--- config.mk ---
export PLATFORM = sky130hd
export DESIGN_NAME = uart_rx_flit_os
export DESIGN_NICKNAME = d
export VERILOG_FILES = /design/src/rtl/uart_rx_flit_os.sv
export SDC_FILE = /design/constraint.sdc
export NUM_CORES = 1
export LEC_CHECK = 0
export ABC_CLOCK_PERIOD_IN_PS = 3400
export CELL_PAD_IN_SITES_DETAIL_PLACEMENT = 2
export CELL_PAD_IN_SITES_GLOBAL_PLACEMENT = 2
export CORE_UTILIZATION = 38
export CTS_BUF_LIST = sky130_fd_sc_hd__clkbuf_4 sky130_fd_sc_hd__clkbuf_8
export DETAILED_ROUTE_END_ITERATION = 16
export GPL_TIMING_DRIVEN = 0
export MAX_ROUTING_LAYER = met4
export PLACE_DENSITY_LB_ADDON = 0.1
export RECOVER_POWER = 100
export SETUP_SLACK_MARGIN = 0.15
export SLEW_MARGIN = 15
export SYNTH_ARGS = -nofsm -noshare
export SYNTH_HDL_FRONTEND = slang
export SYNTH_SLANG_ARGS = --single-unit
--- constraint.sdc ---
create_clock -name uart_clk -period 3.4 [get_ports uart_clk]
set_input_delay 0.34 -clock uart_clk [delete_from_list [all_inputs] [get_ports uart_clk]]
set_output_delay 0.34 -clock uart_clk [all_outputs]
set_load 0.02 [all_outputs]
--- src/rtl/uart_rx_flit_os.sv ---
// Oversampled UART receiver: mid-bit sampling of start/data/parity/stop framing,
// packs FLIT_WIDTH/DATA_BITS characters into one flit behind a valid/ready register.
module uart_rx_flit_os #(
    parameter int FLIT_WIDTH = 32,
    parameter int DATA_BITS  = 8,
    parameter int OVERSAMPLE = 16,
    parameter int PARITY_EN  = 0,
    parameter int PARITY_ODD = 0,
    parameter int STOP_BITS  = 1
) (
    input  logic                  uart_clk,
    input  logic                  rst,
    input  logic                  uart_rx,
    output logic [FLIT_WIDTH-1:0] flit_out,
    output logic                  flit_out_vld,
    input  logic                  flit_out_rdy,
    output logic                  framing_err,
    output logic                  parity_err,
    output logic                  overrun_err
);

    localparam int CHARS = FLIT_WIDTH / DATA_BITS;
    localparam int TW    = $clog2(OVERSAMPLE);
    localparam int BW    = $clog2(DATA_BITS);
    localparam int IW    = (CHARS > 1) ? $clog2(CHARS) : 1;
    localparam logic [TW-1:0] TICK_MID  = TW'(OVERSAMPLE / 2 - 1);
    localparam logic [TW-1:0] TICK_END  = TW'(OVERSAMPLE - 1);
    localparam logic [BW-1:0] LAST_DATA = BW'(DATA_BITS - 1);
    localparam logic [BW-1:0] LAST_STOP = BW'(STOP_BITS - 1);
    localparam logic [IW-1:0] LAST_CHAR = IW'(CHARS - 1);

    typedef enum logic [2:0] {IDLE, START, DATA, PARITY, STOP, BREAK} state_t;

    state_t                state_q, state_d;
    logic [TW-1:0]         tick_q, tick_d;
    logic [BW-1:0]         bit_q, bit_d;
    logic [IW-1:0]         idx_q;
    logic [DATA_BITS-1:0]  shift_q;
    logic [FLIT_WIDTH-1:0] asm_q, flit_next;
    logic                  rx_meta, rxs, par_flag;
    logic                  shift_en, par_sample, char_ok, frame_ev, par_ev;
    logic                  par_exp, last_char, load;

    always_ff @(posedge uart_clk) begin
        if (rst) begin
            rx_meta <= 1'b1;
            rxs     <= 1'b1;
        end else begin
            rx_meta <= uart_rx;
            rxs     <= rx_meta;
        end
    end

    always_ff @(posedge uart_clk) begin
        if (rst) begin
            state_q <= IDLE;
            tick_q  <= '0;
            bit_q   <= '0;
        end else begin
            state_q <= state_d;
            tick_q  <= tick_d;
            bit_q   <= bit_d;
        end
    end

    always_comb begin
        state_d    = state_q;
        tick_d     = tick_q + 1'b1;
        bit_d      = bit_q;
        shift_en   = 1'b0;
        par_sample = 1'b0;
        char_ok    = 1'b0;
        frame_ev   = 1'b0;
        par_ev     = 1'b0;
        case (state_q)
            IDLE: begin
                tick_d = '0;
                if (!rxs) state_d = START;
            end
            START: begin
                if (tick_q == TICK_MID) begin
                    tick_d  = '0;
                    bit_d   = '0;
                    state_d = rxs ? IDLE : DATA;
                end
            end
            DATA: begin
                if (tick_q == TICK_END) begin
                    tick_d   = '0;
                    shift_en = 1'b1;
                    if (bit_q == LAST_DATA) begin
                        bit_d   = '0;
                        state_d = (PARITY_EN != 0) ? PARITY : STOP;
                    end else begin
                        bit_d = bit_q + 1'b1;
                    end
                end
            end
            PARITY: begin
                if (tick_q == TICK_END) begin
                    tick_d     = '0;
                    par_sample = 1'b1;
                    state_d    = STOP;
                end
            end
            STOP: begin
                if (tick_q == TICK_END) begin
                    tick_d = '0;
                    if (!rxs) begin
                        frame_ev = 1'b1;
                        bit_d    = '0;
                        state_d  = BREAK;
                    end else if (bit_q == LAST_STOP) begin
                        bit_d   = '0;
                        state_d = IDLE;
                        if (par_flag) par_ev  = 1'b1;
                        else          char_ok = 1'b1;
                    end else begin
                        bit_d = bit_q + 1'b1;
                    end
                end
            end
            BREAK: begin
                tick_d = '0;
                if (rxs) state_d = IDLE;
            end
            default: state_d = IDLE;
        endcase
    end

    // The final character is merged combinationally so the full flit loads on its stop-sample edge.
    always_comb begin
        flit_next = asm_q;
        flit_next[idx_q*DATA_BITS +: DATA_BITS] = shift_q;
        par_exp   = (^shift_q) ^ (PARITY_ODD != 0);
        last_char = char_ok && (idx_q == LAST_CHAR);
        load      = last_char && (!flit_out_vld || flit_out_rdy);
    end

    always_ff @(posedge uart_clk) begin
        if (rst) begin
            idx_q        <= '0;
            shift_q      <= '0;
            par_flag     <= 1'b0;
            asm_q        <= '0;
            flit_out     <= '0;
            flit_out_vld <= 1'b0;
            framing_err  <= 1'b0;
            parity_err   <= 1'b0;
            overrun_err  <= 1'b0;
        end else begin
            framing_err <= frame_ev;
            parity_err  <= par_ev;
            overrun_err <= last_char && flit_out_vld && !flit_out_rdy;
            if (shift_en) shift_q <= {rxs, shift_q[DATA_BITS-1:1]};
            if (state_q == IDLE)                par_flag <= 1'b0;
            else if (par_sample && rxs != par_exp) par_flag <= 1'b1;
            if (frame_ev || par_ev || last_char) begin
                idx_q <= '0;
            end else if (char_ok) begin
                idx_q <= idx_q + 1'b1;
                asm_q <= flit_next;
            end
            if (load) begin
                flit_out     <= flit_next;
                flit_out_vld <= 1'b1;
            end else if (flit_out_vld && flit_out_rdy) begin
                flit_out_vld <= 1'b0;
            end
        end
    end

endmodule

**Word level (Yosys, flattened, before mapping)**

Index checks and enable logic that the tools add are counted.

- Memories kept: 0
- Flip-flop bits (word level): 91
- Output and inout bits: 36
- Word-level logic and storage cells: 102
- Bits in latches: 0
- Memory bits (writable): 0
- Input bits: 4
- Bits in read-only memories: 0

- Muxes and demuxes: 40
- $lt $le $gt $ge: 0
- Equal/unequal tests: 18
- Add/subtract/negate cells: 4
- Divide/modulo/power cells: 0
- Multipliers: 0
- Bitwise operators: 1
- Reduce and logical (&&, ||, !) cells: 23
- Shifts and indexed selects: 2

Operator list:

| kind | number |
|---|---|
| $mux W3 | 15 |
| $neg A5 Y34 | 1 |
| $shift A8 B34 Y32 const A | 1 |
| $shiftx A8 B34 Y32 | 1 |
| $bwmux W32 | 1 |
| $mux W1 | 18 |
| $pmux W3 S6 | 1 |
| $ne A2 B2 Y1 const B | 7 |
| $pmux W4 S3 | 1 |
| $eq A3 B3 Y1 const B | 3 |
| $pmux W3 S3 | 1 |
| $mux W4 | 2 |
| $reduce_and A8 Y1 | 1 |
| $reduce_xor A8 Y1 | 1 |
| $eq A3 B2 Y1 const B | 2 |
| $logic_and A1 B1 Y1 | 6 |
| $logic_not A3 Y1 | 2 |
| $reduce_or A2 Y1 | 3 |
| $add A4 B1 Y4 const B | 1 |
| $eq A4 B3 Y1 const B | 1 |
| $eq A4 B4 Y1 const B | 1 |
| $reduce_and A4 Y1 | 1 |
| $add A3 B1 Y3 const B | 1 |
| $eq A3 B1 Y1 const B | 1 |
| other kinds (12) | 15 |

**Logic depth before layout (Yosys ltp)**

Gate-level depths: netlist of the first run.

- Depth in word-level cells: 9
- Mapped depth: 9
- Gate-level depth less buffers: 7

**Worst setup path after synthesis of the first run**

No wires, ideal clock.

- Kind: register to register
- Start point: register tick_q[0]
- End point: register asm_q[16]
- Clock period less this slack: 1.990 ns
- Buffers on the path: 2
- Slack: 1.410 ns
- Arrival time: 1.855 ns
- Cell stages (with the launch flop): 8
- Path through: dfxtp_1 > ha_1 > nand3_1 > nor4_4 > nor2b_1 > buf_2 > buf_2 > a211oi_1

- Cells in the longest elaborated chain, start to end: 7
- Elaborated cells between the ends (all ways): 12
- Classes of those cells: eq/ne (1); mux (6); bitwise (1); reduce/logical (4)

Ends and longest elaborated chain:

| what | line | RTL |
|---|---|---|
| from (decl) | 35 | `logic [TW-1:0] tick_q, tick_d;` |
| from (signal assigned) | 61 | `tick_q <= tick_d;` |
| $eq A4 B4 Y1 (*) | 107 | `if (tick_q == TICK_END) begin` |
| $mux W1 | 107 |  |
| $mux W1 | 75 | `case (state_q)` |
| $logic_or A1 B1 Y1 or $logic_and A1 B1 Y1 (tied branches) | 158, 136 |  |
| $logic_or A1 B1 Y1 | 158 | `if (frame_ev \|\| par_ev \|\| last_char) begin` |
| $not A1 Y1 (no line) | n/a |  |
| $reduce_and A2 Y1 (no line) (*) | n/a |  |
| to (signal assigned) | 162 | `asm_q <= flit_next;` |
| to (decl) | 39 | `logic [FLIT_WIDTH-1:0] asm_q, flit_next;` |

Mark *: on every way between the ends. The rest lies on a longest branch, timed or not.
A chain may end at the register's enable or synchronous reset.

**Final worst setup path of the first run**

- Start point: register tick_q[0]
- End point: register asm_q[18]

The elaborated chain is that of the path after synthesis.

==> results of run 1 <==
[synth_stat cells, types with 2 or more instances]
cell	number	area, um2
a211oi_1	38	285.3
a211oi_2	10	125.1
a21oi_1	39	195.2
buf_1	2	7.510
buf_2	7	35.03
buf_4	2	15.01
buf_6	3	33.78
clkbuf_1	20	75.07
dfxtp_1	83	1662
ha_1	9	112.6
inv_1	8	30.03
mux2i_1	8	80.08
nand2_1	20	75.07
nand2b_1	2	12.51
nand3_1	14	70.07
nand3b_1	3	22.52
nor2_1	68	255.2
nor2b_1	29	181.4
nor3_1	6	30.03
o21ai_0	8	40.04
o31ai_1	2	15.01
or2_2	2	12.51
or3_1	2	12.51
xnor2_1	9	78.83
xor2_1	4	35.03
[routing by layer]
metal  vias to the layer above  routed length [um]  global-route usage (%)
li1                       1528                   -                       -
met2                        39                5646                   42.81
met4                         0                 139                   7.127
met5                         -                   0                       -
met3                        13                 202                   3.134
met1                      1669                5294                   31.33
[stage by stage]
step / util, % / power (W)
CTS: 47.87 / 0.001910
detailed placement: 45.21 / 0.001035
finish: 47.42 / 0.001895
global route: 47.42 / 0.001946
floorplan: - / 0.001021
global placement: 45.21 / 0.001034
[registers in the layout, summed over array words and instances (netlist names)]
register / count
asm_q: 24
bit_q: 3
flit_out: 32
flit_out_vld: 1
framing_err: 1
idx_q: 2
overrun_err: 1
par_flag: 1
parity_err: 1
rx_meta: 1
rxs: 1
shift_q: 8
state_q: 3
tick_q: 4
[report_power, final]
| part | switching [W] | total, W | internal, W |
|---|---|---|---|
| Clock | 0.000369 | 0.000883 | 0.000514 |
| Sequential | 0.000000711 | 0.000973 | 0.000973 |
| Combinational | 0.0000281 | 0.0000383 | 0.0000102 |
| Total | 0.000397 | 0.00189 | 0.00150 |
[cell type report]
cell class                      count  share of cell area (%)
Sequential cell                    83                   37.92
Buffer                             34                   3.541
Clock buffer                       11                   3.312
Clock inverter                      5                   2.284
Inverter                            8                  0.6853
Multi-Input combinational cell    289                   39.89
Tap cell                          129                   3.684
Timing Repair Buffer               38                   8.681
[worst min path at each step]
stage	startpoint	endpoint	cells after the start
CTS	rx_meta	rxs	1
global route	rx_meta	rxs	1
finish	rx_meta	rxs	1
floorplan	rx_meta	rxs	1
detailed placement	rx_meta	rxs	1
global placement	rx_meta	rxs	1
[worst reg2reg max path: stages (launching register included)]
cell      delay, ns
dfxtp_1        0.37
ha_1           0.22
nand3_1        0.35
nor4_4         0.55
nor2b_1        0.30
buf_2          0.28
clkbuf_1       0.47
a211oi_1       0.17
[cells by family after synthesis]
group,after synthesis,share of synthesized area (%)
buf+inv,42,5.402
xor+xnor,13,3.131
simple gates,155,20.78
flops,83,45.70
compound gates,104,19.68
mux,8,2.202
fa+ha+maj,9,3.097
==> flow_metrics.py, run 1 <==
metrics = {
    "clock_tree": {
        "cts_max_path_buffers": 2,
        "cts_tree": "built",
        "cts_sinks": 83,
        "post_cts_buffers": 0,
        "cts_resized": 0,
        "cts_buffers": 9,
        "ctsHtreeMaxLevel": 3,
        "root_buffer": "clkbuf_8",
        "path_clk_slew_ns": 0.09,
        "clk_latency_ns": 0.36,
        "hold_buffers": 0,
    },
    "worst_setup_path": {
        "worstSetupEndpoint": "asm_q[18]",
        "crit_family": "simple AND/OR/NAND/NOR gates",
        "critical_path_required_ns": 3.62,
        "slowest_delay_ns": 0.54,
        "crit_fanout": 10,
        "r2r_start": "tick_q[0]",
        "critPathLaunch": "tick_q[0]",
        "r2r_end": "asm_q[18]",
        "arrival_ns": 3.07,
        "critPathCaptureType": "flip-flop",
        "rrSetupSlack_ns": 0.56,
        "crit_path_top_delay_cell": "nor4_4",
        "ff2ff_path_depth": 7,
        "worst-setup-path-type": "reg -> reg",
        "worstSetupStartpointType": "flip-flop",
        "crit_cells": 7,
        "worstPathCellList": "ha_1 -> nand3_1 -> nor4_4 -> nor2b_1 -> buf_2 -> clkbuf_1 -> a211oi_1",
        "cp_num_buf_inv": 2,
    },
    "synth": {
        "synth.distinct_cells": 41,
        "ys_warn_count": 0,
        "synth_edf_count": 0,
        "syn_avg_cell_area_um2": 8.783,
        "synthCells": 414,
        "synth_ff_type": "dfxtp_1",
        "ys_seq_area_share_pct": 45.70,
        "synthArstFlopShare_pct": 0,
        "syn_area_um2": 3636,
        "syn-num-nets": 427,
        "ys_ff_latch": 83,
    },
    "route": {
        "wire_per_inst_um": 18.90,
        "drtIter0Drc": 119,
        "vias": 3249,
        "vias_per_cell": 5.442,
        "route.detailed.drc": 0,
        "routed_wl_um": 11280,
        "antenna_left": 0,
        "first_pass_iters": 4,
    },
    "sta": {
        "setup_viol": 0,
        "grt_setup_unrepaired": "no",
        "timing.final.ws_setup_ns": 0.5560,
        "finalMaxSlewViolations": 0,
        "min_period_over_period_pct": 83.65,
        "min_period_ns": 2.844,
        "setup_tns_ns": 0,
        "worst_pin_slew_ns": 1.049,
        "hold_viol": 0,
        "max_freq_ghz": 0.3516,
        "timing.hold.ws_ns": 0.4261,
        "clock-skew-final_ns": 0.008099,
        "slew_headroom_pct": 29.50,
    },
    "placement": {
        "io_buffers": 38,
        "placedCellCount": 581,
        "gp_congestion": 0.8030,
        "place_worst_setup_slack_ns": 0.8667,
        "place_area_um2": 4178,
        "detailed_place_hpwl_um": 7721,
    },
    "cells_and_area": {
        "drive_gt1_share_pct": 6.838,
        "multiInputGateArea_um2": 1748,
        "fillCellCount": 1037,
        "area.sequential_um2": 1662,
        "mostFrequentLayoutCells": "83 x dfxtp_1, 68 x nor2_1, 44 x a211oi_1, 39 x a21oi_1, 36 x dlygate4sd3_1",
        "instances_no_fill": 597,
        "diodes": 0,
        "final_common_cell": "dfxtp_1",
        "final_nets": 476,
        "area.growth.synth_to_final_pct": 20.51,
        "fin_area_um2": 4382,
    },
    "floorplan": {
        "die_area_um2": 9964,
        "die_w_um": 99.82,
        "fp.dieH_um": 99.82,
        "num_io_pins": 40,
        "start_util_pct": 39.35,
        "num_rows": 35,
        "core_region_area_um2": 9240,
    },
    "pwr": {
        "p_leak_nw": 1.626,
        "ir_drop_mv": 0.2248,
        "p_per_area_nw_per_um2": 432.4,
    },
    "worst_hold_path": {
        "min_path_type": "reg -> reg",
    },
    "grt": {
        "overflow": 0,
        "grt_pass1_wl_um": 18730,
        "antenna_found_initial": 0,
        "grt_usage_pct": 25.13,
        "grt_max_degree": 14,
        "grt_pass1_vias": 3627,
    },
    "outcome": {
        "status": "finished, final reports clean",
    },
    "run": {
        "cap_violations": 0,
    },
}
Power figures use the tool's default switching activity.
==> run 2, diff against run 1 <==
--- a/config.mk
+++ b/config.mk
@@ -5,10 +5,10 @@
 export SDC_FILE = /design/constraint.sdc
 export NUM_CORES = 1
 export LEC_CHECK = 0
-export ABC_CLOCK_PERIOD_IN_PS = 3400
+export ABC_CLOCK_PERIOD_IN_PS = 2790
 export CELL_PAD_IN_SITES_DETAIL_PLACEMENT = 2
 export CELL_PAD_IN_SITES_GLOBAL_PLACEMENT = 2
-export CORE_UTILIZATION = 38
+export CORE_UTILIZATION = 35
 export CTS_BUF_LIST = sky130_fd_sc_hd__clkbuf_4 sky130_fd_sc_hd__clkbuf_8
 export DETAILED_ROUTE_END_ITERATION = 16
 export GPL_TIMING_DRIVEN = 0
==> constraint.sdc (replaced) <==
create_clock -name uart_clk -period 2.79 [get_ports uart_clk]
set_input_delay 0.279 -clock uart_clk [delete_from_list [all_inputs] [get_ports uart_clk]]
set_output_delay 0.279 -clock uart_clk [all_outputs]
set_load 0.02 [all_outputs]
==> flow_metrics.py, run 2 (synthesized netlist as in run 1, its figures left out) <==
metrics = {
    "outcome": {
        "status": "finished, final reports clean",
    },
    "route": {
        "routed_wl_um": 10890,
        "wire_per_inst_um": 18.11,
        "route.detailed.drc": 0,
        "antenna_left": 0,
        "drtIter0Drc": 98,
        "vias": 3184,
        "vias_per_cell": 5.298,
        "first_pass_iters": 4,
    },
    "worst_setup_path": {
        "arrival_ns": 2.68,
        "worstPathCellList": "buf_4 -> or3b_1 -> nor4_4 -> nor2b_1 -> buf_2 -> clkbuf_2 -> a211oi_1",
        "r2r_start": "state_q[2]",
        "rrSetupSlack_ns": 0.33,
        "ff2ff_path_depth": 7,
        "r2r_end": "asm_q[17]",
        "critical_path_required_ns": 3.01,
        "worstSetupStartpointType": "flip-flop",
        "slowest_delay_ns": 0.46,
        "crit_fanout": 10,
        "critPathCaptureType": "flip-flop",
        "crit_path_top_delay_cell": "or3b_1",
        "worst-setup-path-type": "reg -> reg",
    },
    "clock_tree": {
        "cts_sinks": 83,
        "cts_buffers": 9,
        "hold_buffers": 0,
        "path_clk_slew_ns": 0.08,
        "cts_tree": "built",
        "cts_max_path_buffers": 2,
        "root_buffer": "clkbuf_8",
        "ctsHtreeMaxLevel": 3,
        "clk_latency_ns": 0.35,
    },
    "sta": {
        "setup_viol": 0,
        "setup_tns_ns": 0,
        "worst_pin_slew_ns": 0.9196,
        "min_period_ns": 2.456,
        "timing.final.ws_setup_ns": 0.3337,
        "hold_viol": 0,
        "finalMaxSlewViolations": 0,
        "slew_headroom_pct": 38.22,
        "max_freq_ghz": 0.4071,
        "min_period_over_period_pct": 88.04,
        "grt_setup_unrepaired": "no",
        "clock-skew-final_ns": 0.006089,
    },
    "floorplan": {
        "die_area_um2": 10800,
        "core_region_area_um2": 9910,
        "start_util_pct": 36.69,
        "num_io_pins": 40,
        "fp.dieH_um": 103.9,
        "num_rows": 36,
        "die_w_um": 103.9,
    },
    "cells_and_area": {
        "instances_no_fill": 601,
        "fillCellCount": 1155,
        "final_nets": 478,
        "multiInputGateArea_um2": 1745,
        "area.sequential_um2": 1662,
        "largest_register_ff_count": 32,
        "mostFrequentLayoutCells": "83 x dfxtp_1, 68 x nor2_1, 47 x a211oi_1, 39 x a21oi_1, 36 x dlygate4sd3_1",
        "area.growth.synth_to_final_pct": 19.10,
        "final_util_pct": 43.70,
        "final_common_cell": "dfxtp_1",
        "largestRegisters": "flit_out: 32 flops, asm_q: 24 flops, shift_q: 8 flops",
        "diodes": 0,
        "regMostFlops": "flit_out",
        "drive_gt1_share_pct": 7.265,
    },
    "grt": {
        "grt_max_degree": 13,
        "grt_pass1_wl_um": 18040,
        "grt_usage_pct": 21.85,
        "grt_pass1_vias": 3445,
        "overflow": 0,
        "antenna_found_initial": 0,
    },
    "pwr": {
        "total_power_w": 0.002036,
        "ir_drop_mv": 0.1994,
        "p_per_area_nw_per_um2": 470.1,
        "p_leak_nw": 1.602,
    },
    "run": {
        "cap_violations": 0,
    },
    "worst_hold_path": {
        "hold_depth": 1,
        "hold_path_startpoint": "rx_meta",
        "min_path_type": "reg -> reg",
        "min_to": "rxs",
    },
    "placement": {
        "gp_congestion": 0.8005,
        "io_buffers": 38,
        "detailed_place_hpwl_um": 7765,
        "place_worst_setup_slack_ns": 0.2457,
        "placedCellCount": 585,
    },
}
-- run 2: where the power goes --
part | total [W] | switching [W] | internal, W
Combinational | 0.0000448 | 0.0000323 | 0.0000125
Clock | 0.000805 | 0.000433 | 0.000372
Sequential | 0.00119 | 0.000000865 | 0.00119
-- run 2: how the worst max path moves through the flow --
stage / end / cells past startpoint / from / slack, ns
after CTS: asm_q[20] / 7 / tick_q[0] / 0.21
after detailed placement: asm_q[20] / 7 / tick_q[0] / 0.25
final: asm_q[17] / 7 / state_q[2] / 0.33
after global routing: asm_q[21] / 7 / state_q[2] / 0.19
after global placement: asm_q[18] / 7 / tick_q[0] / 0.29
after floorplan: asm_q[16] / 7 / tick_q[0] / 0.80
-- run 2: metal layers --
metal | part of all wire [%] | wire length [um] | vias to the layer above | global-route usage, %
li1 | - | - | 1529 | -
met1 | 48 | 5181 | 1595 | 27.24
met2 | 48 | 5255 | 44 | 36.05
met3 | 2.7 | 293 | 16 | 3.195
met4 | 1.4 | 156 | 0 | 7.755
met5 | 0 | 0 | - | -
-- run 2: worst max-delay path, delay by kind of cell, from the launching register on --
| kind | cells | cell delay, ns |
|---|---|---|
| and+or+nand+nor | 3 | 1.15 |
| DFF | 1 | 0.32 |
| AOI/OAI and AO/OA | 1 | 0.12 |
| buffers and inverters | 3 | 0.73 |
-- run 2: through the flow --
stage	hold WS, ns	area, um2
global route	0.4241	4330
CTS	0.4149	4354
finish	0.4152	4330
global placement	0.3933	4183
detailed placement	0.3961	4183
floorplan	0.3828	3636
-- run 2: layout make-up --
class	count	area share, %
multi-input cells	289	40.31
flip-flops and latches	83	38.37
repair buffers	40	9.044
well taps	133	3.843
plain buffers	34	3.785
clock buffers	12	3.669
inverters	8	0.6934
clock inverters	2	0.2889
-- run 2: what timing repair did --
| action | 4_1_cts | 5_1_grt |
|---|---|---|
| buffers inserted | 0 | 2 |
| gates resized for setup | 0 | 3 |
| endpoints found under the setup margin | 0 | 37 |
